`src/rtl/iqueue_param_if.sv`:
```
// -----------------------------------------------------------------------------
// iqueue_param_if
// Handshake/bus bundle between IFetch, the instruction queue and the issue stage.
//   master : the fetch/issue side (drives enqueue data, readiness, flush, rdy)
//   slave  : the queue itself (drives occupancy, head view and issued instruction)
// Signals:
//   rdy, flush, inst_rdy, inst, pc_in        fetch-side controls and enqueue data
//   op1_rdy, op2_rdy, issue_rdy              issue-side readiness
//   q_full, q_count, overflow                occupancy / backpressure status
//   head_vld, head_inst                      combinational head view
//   ins_rdy, inst_out, pc_out                registered issue output
// -----------------------------------------------------------------------------
interface iqueue_param_if #(
  parameter int IW = 32,
  parameter int AW = 32,
  parameter int CW = 5
);
  logic          rdy;
  logic          flush;
  logic          inst_rdy;
  logic [IW-1:0] inst;
  logic [AW-1:0] pc_in;
  logic          q_full;
  logic [CW-1:0] q_count;
  logic          overflow;
  logic          head_vld;
  logic [IW-1:0] head_inst;
  logic          op1_rdy;
  logic          op2_rdy;
  logic          issue_rdy;
  logic          ins_rdy;
  logic [IW-1:0] inst_out;
  logic [AW-1:0] pc_out;

  modport master (
    output rdy, flush, inst_rdy, inst, pc_in, op1_rdy, op2_rdy, issue_rdy,
    input  q_full, q_count, overflow, head_vld, head_inst, ins_rdy, inst_out, pc_out
  );

  modport slave (
    input  rdy, flush, inst_rdy, inst, pc_in, op1_rdy, op2_rdy, issue_rdy,
    output q_full, q_count, overflow, head_vld, head_inst, ins_rdy, inst_out, pc_out
  );
endinterface

```
`src/rtl/iqueue_param.sv`:
```
// -----------------------------------------------------------------------------
// iqueue_param
// Parametrised circular instruction queue between IFetch and the issue stage.
// Buffers (inst, pc) pairs, shows the head instruction combinationally for
// register-ready lookup and issues one instruction per cycle on a registered
// output. Supports redirect flush, almost-full backpressure with fetch slack
// and a sticky overflow flag.
// Ports:
//   clk  : clock, rising edge
//   rst  : asynchronous reset, active-low
//   bus  : iqueue_param_if.slave (enqueue, issue readiness, status, issue output)
// -----------------------------------------------------------------------------
module iqueue_param #(
  parameter int DEPTH = 16,
  parameter int IW    = 32,
  parameter int AW    = 32,
  parameter int SLACK = 2
) (
  input  logic             clk,
  input  logic             rst,
  iqueue_param_if.slave    bus
);

  // Pointers carry one extra wrap bit so full and empty are distinguishable.
  localparam int PW = $clog2(DEPTH) + 1;

  logic [PW-1:0] r_head;
  logic [PW-1:0] r_tail;
  logic          r_ins_rdy;
  logic [IW-1:0] r_inst_out;
  logic [AW-1:0] r_pc_out;
  logic          r_overflow;
  logic [IW-1:0] r_mem_inst [DEPTH];
  logic [AW-1:0] r_mem_pc   [DEPTH];

  logic [PW-1:0] w_count;
  logic          w_head_vld;
  logic          w_at_cap;
  logic          w_enq;
  logic          w_ovf_set;
  logic          w_deq;
  logic [IW-1:0] w_head_inst;

  // Occupancy falls out of the pointer difference; modulo-2^PW wrap is intended.
  assign w_count    = r_tail - r_head;
  assign w_head_vld = (w_count != {PW{1'b0}});
  assign w_at_cap   = (w_count == PW'(DEPTH));

  // Enqueue and overflow are judged on the pre-edge count, so a dequeue in the
  // same cycle does not make room for a write at capacity.
  assign w_enq     = bus.inst_rdy & ~w_at_cap & ~bus.flush;
  assign w_ovf_set = bus.inst_rdy &  w_at_cap & ~bus.flush;
  assign w_deq     = w_head_vld & bus.issue_rdy & bus.op1_rdy & bus.op2_rdy & ~bus.flush;

  // Head view for register-ready lookup; forced to zero when the queue is empty.
  always_comb begin
    w_head_inst = {IW{1'b0}};
    if (w_head_vld) begin
      w_head_inst = r_mem_inst[r_head[PW-2:0]];
    end else begin
      w_head_inst = {IW{1'b0}};
    end
  end

  // Storage write port; the array is deliberately left out of reset.
  always_ff @(posedge clk) begin
    if (bus.rdy && w_enq) begin
      r_mem_inst[r_tail[PW-2:0]] <= bus.inst;
      r_mem_pc[r_tail[PW-2:0]]   <= bus.pc_in;
    end
  end

  // Pointers, issue register and sticky overflow; rdy=0 freezes everything.
  always_ff @(posedge clk or negedge rst) begin
    if (!rst) begin
      r_head     <= {PW{1'b0}};
      r_tail     <= {PW{1'b0}};
      r_ins_rdy  <= 1'b0;
      r_inst_out <= {IW{1'b0}};
      r_pc_out   <= {AW{1'b0}};
      r_overflow <= 1'b0;
    end else if (bus.rdy) begin
      if (bus.flush) begin
        // Redirect: drop everything, keep overflow history and last issued data.
        r_head    <= {PW{1'b0}};
        r_tail    <= {PW{1'b0}};
        r_ins_rdy <= 1'b0;
      end else begin
        if (w_enq) begin
          r_tail <= r_tail + PW'(1);
        end
        if (w_deq) begin
          r_head     <= r_head + PW'(1);
          r_inst_out <= r_mem_inst[r_head[PW-2:0]];
          r_pc_out   <= r_mem_pc[r_head[PW-2:0]];
          r_ins_rdy  <= 1'b1;
        end else begin
          r_ins_rdy  <= 1'b0;
        end
        if (w_ovf_set) begin
          r_overflow <= 1'b1;
        end
      end
    end
  end

  assign bus.q_count   = w_count;
  assign bus.q_full    = (w_count >= PW'(DEPTH - SLACK));
  assign bus.overflow  = r_overflow;
  assign bus.head_vld  = w_head_vld;
  assign bus.head_inst = w_head_inst;
  assign bus.ins_rdy   = r_ins_rdy;
  assign bus.inst_out  = r_inst_out;
  assign bus.pc_out    = r_pc_out;

endmodule

```
`src/flat_wrapper.sv`:
```
// flat-port wrapper written by rule: the top's interface ports become plain ports
module iqueue_param_flat 
#(
  parameter int DEPTH = 16,
  parameter int IW    = 32,
  parameter int AW    = 32,
  parameter int SLACK = 2
)
  (clk, rst, bus_rdy, bus_flush, bus_inst_rdy, bus_inst, bus_pc_in, bus_op1_rdy, bus_op2_rdy, bus_issue_rdy, bus_q_full, bus_q_count, bus_overflow, bus_head_vld, bus_head_inst, bus_ins_rdy, bus_inst_out, bus_pc_out);
  iqueue_param_if #(.IW(IW), .AW(AW), .CW(($clog2(DEPTH) + 1))) bus_i ();
  input  logic clk;
  input  logic rst;
  input wire logic [$bits(bus_i.rdy)-1:0] bus_rdy;
  input wire logic [$bits(bus_i.flush)-1:0] bus_flush;
  input wire logic [$bits(bus_i.inst_rdy)-1:0] bus_inst_rdy;
  input wire logic [$bits(bus_i.inst)-1:0] bus_inst;
  input wire logic [$bits(bus_i.pc_in)-1:0] bus_pc_in;
  input wire logic [$bits(bus_i.op1_rdy)-1:0] bus_op1_rdy;
  input wire logic [$bits(bus_i.op2_rdy)-1:0] bus_op2_rdy;
  input wire logic [$bits(bus_i.issue_rdy)-1:0] bus_issue_rdy;
  output wire logic [$bits(bus_i.q_full)-1:0] bus_q_full;
  output wire logic [$bits(bus_i.q_count)-1:0] bus_q_count;
  output wire logic [$bits(bus_i.overflow)-1:0] bus_overflow;
  output wire logic [$bits(bus_i.head_vld)-1:0] bus_head_vld;
  output wire logic [$bits(bus_i.head_inst)-1:0] bus_head_inst;
  output wire logic [$bits(bus_i.ins_rdy)-1:0] bus_ins_rdy;
  output wire logic [$bits(bus_i.inst_out)-1:0] bus_inst_out;
  output wire logic [$bits(bus_i.pc_out)-1:0] bus_pc_out;
  assign bus_i.rdy = bus_rdy;
  assign bus_i.flush = bus_flush;
  assign bus_i.inst_rdy = bus_inst_rdy;
  assign bus_i.inst = bus_inst;
  assign bus_i.pc_in = bus_pc_in;
  assign bus_i.op1_rdy = bus_op1_rdy;
  assign bus_i.op2_rdy = bus_op2_rdy;
  assign bus_i.issue_rdy = bus_issue_rdy;
  assign bus_q_full = bus_i.q_full;
  assign bus_q_count = bus_i.q_count;
  assign bus_overflow = bus_i.overflow;
  assign bus_head_vld = bus_i.head_vld;
  assign bus_head_inst = bus_i.head_inst;
  assign bus_ins_rdy = bus_i.ins_rdy;
  assign bus_inst_out = bus_i.inst_out;
  assign bus_pc_out = bus_i.pc_out;
  iqueue_param #(.DEPTH(DEPTH), .IW(IW), .AW(AW), .SLACK(SLACK)) u_core (.clk(clk), .rst(rst), .bus(bus_i));
endmodule
```
`config.mk`:
```
export PLATFORM = sky130hd
export DESIGN_NAME = iqueue_param_flat
export DESIGN_NICKNAME = d
export VERILOG_FILES = /design/src/rtl/iqueue_param_if.sv /design/src/rtl/iqueue_param.sv /design/src/flat_wrapper.sv
export SDC_FILE = /design/constraint.sdc
export NUM_CORES = 1
export LEC_CHECK = 0
export BUFFER_PORTS_ARGS = -buffer_cell sky130_fd_sc_hd__buf_4
export CAP_MARGIN = 15
export CORE_ASPECT_RATIO = 1.4
export CORE_MARGIN = 2
export CORE_UTILIZATION = 37
export DETAILED_ROUTE_END_ITERATION = 6
export GPL_TIMING_DRIVEN = 0
export PLACE_DENSITY_LB_ADDON = 0.25
export SETUP_SLACK_MARGIN = 0.4
export SLEW_MARGIN = 25
export SYNTH_ARGS = -nofsm -noshare
export SYNTH_HDL_FRONTEND = slang
export SYNTH_SLANG_ARGS = --single-unit
```
`constraint.sdc`:
```
create_clock -name clk -period 18.8 [get_ports clk]
set_clock_uncertainty 0.1 [all_clocks]
set_input_delay 2.82 -clock clk [delete_from_list [all_inputs] [get_ports clk]]
set_output_delay 2.82 -clock clk [all_outputs]
set_load 0.05 [all_outputs]
```
* Word level (Yosys, flattened, before mapping) *
Memories as Yosys holds them, arrays and structs flattened. A register that Yosys moved wholly into a read port is not among the register bits.
Cells that the tools add are included.

storage, ports and cells
  bits in writable memories = 1024
  logic and storage cells = 40
  output and inout bits = 105
  memories kept = 2
  input port bits = 72
  bits in registers = 44

operators by class
  muxes and demuxes = 9
  equality and inequality tests = 1
  reduce and logical (&&, ||, !) cells = 9
  $lt $le $gt $ge = 1
  bitwise gates (word level) = 10
  add/sub/neg operators = 3

memories
  name               words  bits a word  read ports  clocked after Yosys merged registers in  write ports  line                text
  u_core.r_mem_inst  16     32           1           0                                        1            iqueue_param.sv:33  logic [IW-1:0] r_mem_inst [DEPTH];
  u_core.r_mem_pc    16     32           1           1                                        1            iqueue_param.sv:34  logic [AW-1:0] r_mem_pc [DEPTH];

operators by type and width
  cell                                                                    number
  32-bit two-way mux                                                      1
  5-bit two-way mux                                                       4
  5-bit by 1-bit adder with 5-bit output (second input constant)          2
  1-bit bitwise AND                                                       8
  3-bit AND reduction                                                     2
  5-bit equality test (second input constant)                             1
  5-bit by 4-bit >= comparator with 1-bit output (second input constant)  1
  5-bit nonzero test                                                      1
  5-bit subtractor                                                        1
  1-bit two-way mux                                                       4
  2-bit AND reduction                                                     2
  2-bit nonzero test                                                      2
  1-bit NOT                                                               2
  1-bit logical AND                                                       1
  1-bit zero test                                                         1

* Logic depth before layout (Yosys ltp) *
  depth after elaboration = 8
  mapped depth = 14
  gate-level depth less buffers = 10

* Worst setup path before layout *
No wires, ideal clock.

  path type = input to register
  from = input bus_flush
  to = memory u_core.r_mem_inst[1][0] (enable)
  library setup time = 646 ps
  slack = 8362 ps
  required time = 18055 ps
  stages = 5
  arrival = 9693 ps
  path buffers = 1
  path through = inv_1 nand2_1 nor2_1 buf_2 nor4bb_1

on the way
  longest elaborated chain between the ends = 5

RTL lines
  element                                  line                text
  from (decl)                              flat_wrapper.sv:14  input wire logic [$bits(bus_i.flush)-1:0] bus_flush;
  1-bit NOT                                iqueue_param.sv:51  assign w_enq = bus.inst_rdy & ~w_at_cap & ~bus.flush;
  1-bit bitwise AND                        iqueue_param.sv:51
  1-bit logical AND                        iqueue_param.sv:67  if (bus.rdy && w_enq) begin
  1-bit two-way mux                        iqueue_param.sv:67
  1-bit two-way mux (implied by the code)  iqueue_param.sv:68  r_mem_inst[r_tail[PW-2:0]] <= bus.inst;
  to (decl)                                iqueue_param.sv:33

No other way between the ends.

* Worst setup path in the final report *
  from = register u_core.r_head[2]
  to = output bus_head_inst[23]

on the way
  longest elaborated chain between the ends = 3
  elaborated cells between the ends (all ways) = 4
  classes of those cells = add/sub (1); mux (1); reduce/logical (1); memory (1)

RTL lines
  element                 line                text
  from (decl)             iqueue_param.sv:27  logic [PW-1:0] r_head;
  from (signal assigned)  iqueue_param.sv:76  r_head <= {PW{1'b0}};
  from (signal assigned)  iqueue_param.sv:85  r_head <= {PW{1'b0}};
  from (signal assigned)  iqueue_param.sv:93  r_head <= r_head + PW'(1);
  5-bit subtractor        iqueue_param.sv:45  assign w_count = r_tail - r_head;
  5-bit nonzero test      iqueue_param.sv:46  assign w_head_vld = (w_count != {PW{1'b0}});
  32-bit two-way mux *    iqueue_param.sv:58  if (w_head_vld) begin
  to (decl)               flat_wrapper.sv:25  output wire logic [$bits(bus_i.head_inst)-1:0] bus_head_inst;

Mark *: on every way between the ends. The rest lies on a longest branch, timed or not.

==> run metrics <==
vias in the first global route ~21000; CTS resizes 0; largest net degree at the start of global routing 32; Syn Nets about 1800; hold_ws about 380 ps; period utilization 46.8%; Setup Buffers After CTS 0; Pwr Density between 100 and 150 nW/µm²; outcome finished, violations left; Port Buffer Count between 150 and 200; register area share after synthesis between 70 and 80%; DR vias just under 20000; layout cell share with drive strength beyond 1 about 40%; Core Box Area around 110000 µm²; Iter 0 DRT Violations ~2000; IO Pins roughly 180; Antenna Nets Post-Route 0; most common cell after layout, fill and taps aside edfxtp_1; CP Capture Type output port; wire per inst between 20 and 30 µm; GP Congestion 0.767; Post-Syn Instances approximately 1700; Worst VDD drop 0.0755 mV; Root Buffer clkbuf_16; Max clock buf depth 3; Syn Area/Cell roughly 25 µm²; Setup-failing EPs final 0; die width 290 µm; Max Freq 0.114 GHz; Slowest cell on crit path clkbuf_1; DRT Wirelength about 110000 µm; total global routing overflow 0; DRC Markers 3; Synth Warn # 0; slew of the pin with the lowest slew margin ~1100 ps; type of origin of the critical path register; Slew HR roughly a quarter; cts hold-fix bufs 0; Setup Crit Path Kind reg2out; CTS tree yes; max-cap violations 0; CTS Buf Count around 110; ys flop type edfxtp_1; most frequent cells in the layout edfxtp_1 (1024), mux4_2 (320), buf_4 (203); Area Growth Syn to Fin 18.9%; Reg clk slew, reported paths about 70 ps; Post-synth ARST share under 10%; Tmin final 8790 ps; worst-skew pair later-pin latency approximately 710 ps; initial antenna violation count 7; Final Hold Violating Endpoints 0; worst path arrival time just under 6000 ps; detailed placement HPWL around 67000 µm; DR pass1 iterations 7; Post-Syn Area around 42000 µm²; violated checks design-rule violations; Die H slightly above 400 µm; DR vias/cell ~5.3; H-tree levels 3; first-pass GRT wire length approximately 150000 µm; Slew Limit Fails 0; Die ar. approximately 120000 µm²; Post-synth EDFFs about 1000; total track usage roughly 18%; RSZ-0062 raised after global routing no; crit-path max FO 10; leakage about 16 nW; Synth cell types between 40 and 50; Nets between 2000 and 2500; Worst EP required ~16000 ps; Clock Sink Count 1100; # rows 146; Tot Pwr just over 0.006 W; crit-path cells clkbuf_1, clkbuf_1, buf_1, inv_1, ha_1, xor2_1, inv_1, a211o_1, and2_4, nor2_8, buf_1, nor2b_1, buf_4; Initial Utilization a little under two fifths; Yosys reg bits 1100; worst min-delay path class reg2reg; slowest stage delay, CP ~820 ps
power by group:
| part | total (W) | switching [W] | internal, W |
|---|---|---|---|
| Combinational | 0.00111 | 0.000702 | 0.000405 |
| Sequential | 0.00282 | 0.0000548 | 0.00277 |
| Clock | 0.00228 | 0.000918 | 0.00136 |
cell type report:
type,instances,area [µm²]
Antenna cell,1,2.50
Buffer,87,573
Clock buffer,142,2910
Clock inverter,56,846
Fill cell,9582,63000
Inverter,13,48.8
Multi-Input combinational cell,510,9090
Sequential cell,1100,32700
Tap cell,1480,1850
Timing Repair Buffer,243,2240
metal layers:
layer	track usage (%)	part of all wire, %
met3	2.99	5.8
met5	0	0.067
met4	6.02	2.8
met2	30.9	51
met1	24.0	40
cells in the mapped netlist, types with 2 or more instances:
master,count,area [µm²]
buf_6,30,338
dfrtp_1,76,1900
o211ai_1,4,30.0
buf_2,8,40.0
ha_1,9,113
mux2_2,27,304
edfxtp_1,1024,30700
nor2b_1,35,219
clkbuf_1,32,120
nor4bb_1,4,40.0
and4_1,4,35.0
nand3_1,10,50.1
mux2_4,38,571
nand4_1,2,12.5
nand2b_1,3,18.8
nor2_1,4,15.0
o21ai_0,6,30.0
a211o_1,2,17.5
xor2_1,4,35.0
nand2_1,6,22.5
mux4_2,320,7210
or4_1,2,15.0
buf_1,16,60.1
nor3_1,3,15.0
and4b_1,4,40.0
and3_1,4,25.0
inv_1,12,45.0
a21oi_1,3,15.0
registers in the layout (all words and copies together) (netlist names):
register	count
u_core.r_mem_inst	512
u_core.r_tail	5
u_core.bus.pc_out	32
u_core.r_mem_pc	512
u_core.r_head	5
u_core.bus.ins_rdy	1
u_core.bus.inst_out	32
u_core.bus.overflow	1
worst max-delay path: cells and delay by family, from the launching register on:
family / cells / cell delay, ps
AND/OR/NAND/NOR: 3 / 630
AO/OA/AOI/OAI: 1 / 290
flip-flops: 1 / 320
buffers and inverters: 7 / 3280
XOR/XNOR: 1 / 200
adder cells (fa/ha/maj): 1 / 430
final timing paths:
check | cells past startpoint | start | slack, ps | endpoint
min reg2reg | 1 | u_core.bus.overflow | 380 | u_core.bus.overflow
min | 1 | u_core.bus.overflow | 380 | u_core.bus.overflow
max in group asynchronous | 3 | rst | 15910 | u_core.bus.pc_out[20]
max reg2reg | 16 | u_core.r_head[2] | 12470 | u_core.r_mem_inst[1][12]
min in group asynchronous | 1 | rst | 1890 | u_core.bus.inst_out[7]
max | 13 | u_core.r_head[2] | 10010 | bus_head_inst[23]
through the flow:
step / cell area [µm²] / instances / setup TNS, ps / utilization (%) / worst slack, ps
2_1_floorplan: 42300 / 1710 / 0 / - / 8360
3_5_place_dp: 46500 / 3433 / 0 / 41.0 / 10760
4_1_cts: 50200 / 3631 / 0 / 44.3 / 9970
6_report: 50200 / 3632 / 0 / 44.3 / 10010
5_1_grt: 50200 / 3632 / 0 / 44.3 / 9760
3_3_place_gp: 45400 / 3366 / -182590 / 40.1 / -995
cell families (layout without fill, tap and decap cells):
| logic type | count (synthesis) | count (layout) | synth area share [%] |
|---|---|---|---|
| flops | 1100 | 1100 | 77.3 |
| mux | 385 | 385 | 19.1 |
| buf+inv | 100 | 541 | 1.45 |
| simple gates | 87 | 87 | 1.34 |
| compound gates | 24 | 24 | 0.406 |
| fa+ha+maj | 10 | 10 | 0.314 |
| xor+xnor | 4 | 4 | 0.0829 |
| other cells | 0 | 1 | 0 |
Power figures use the tool's default switching activity.
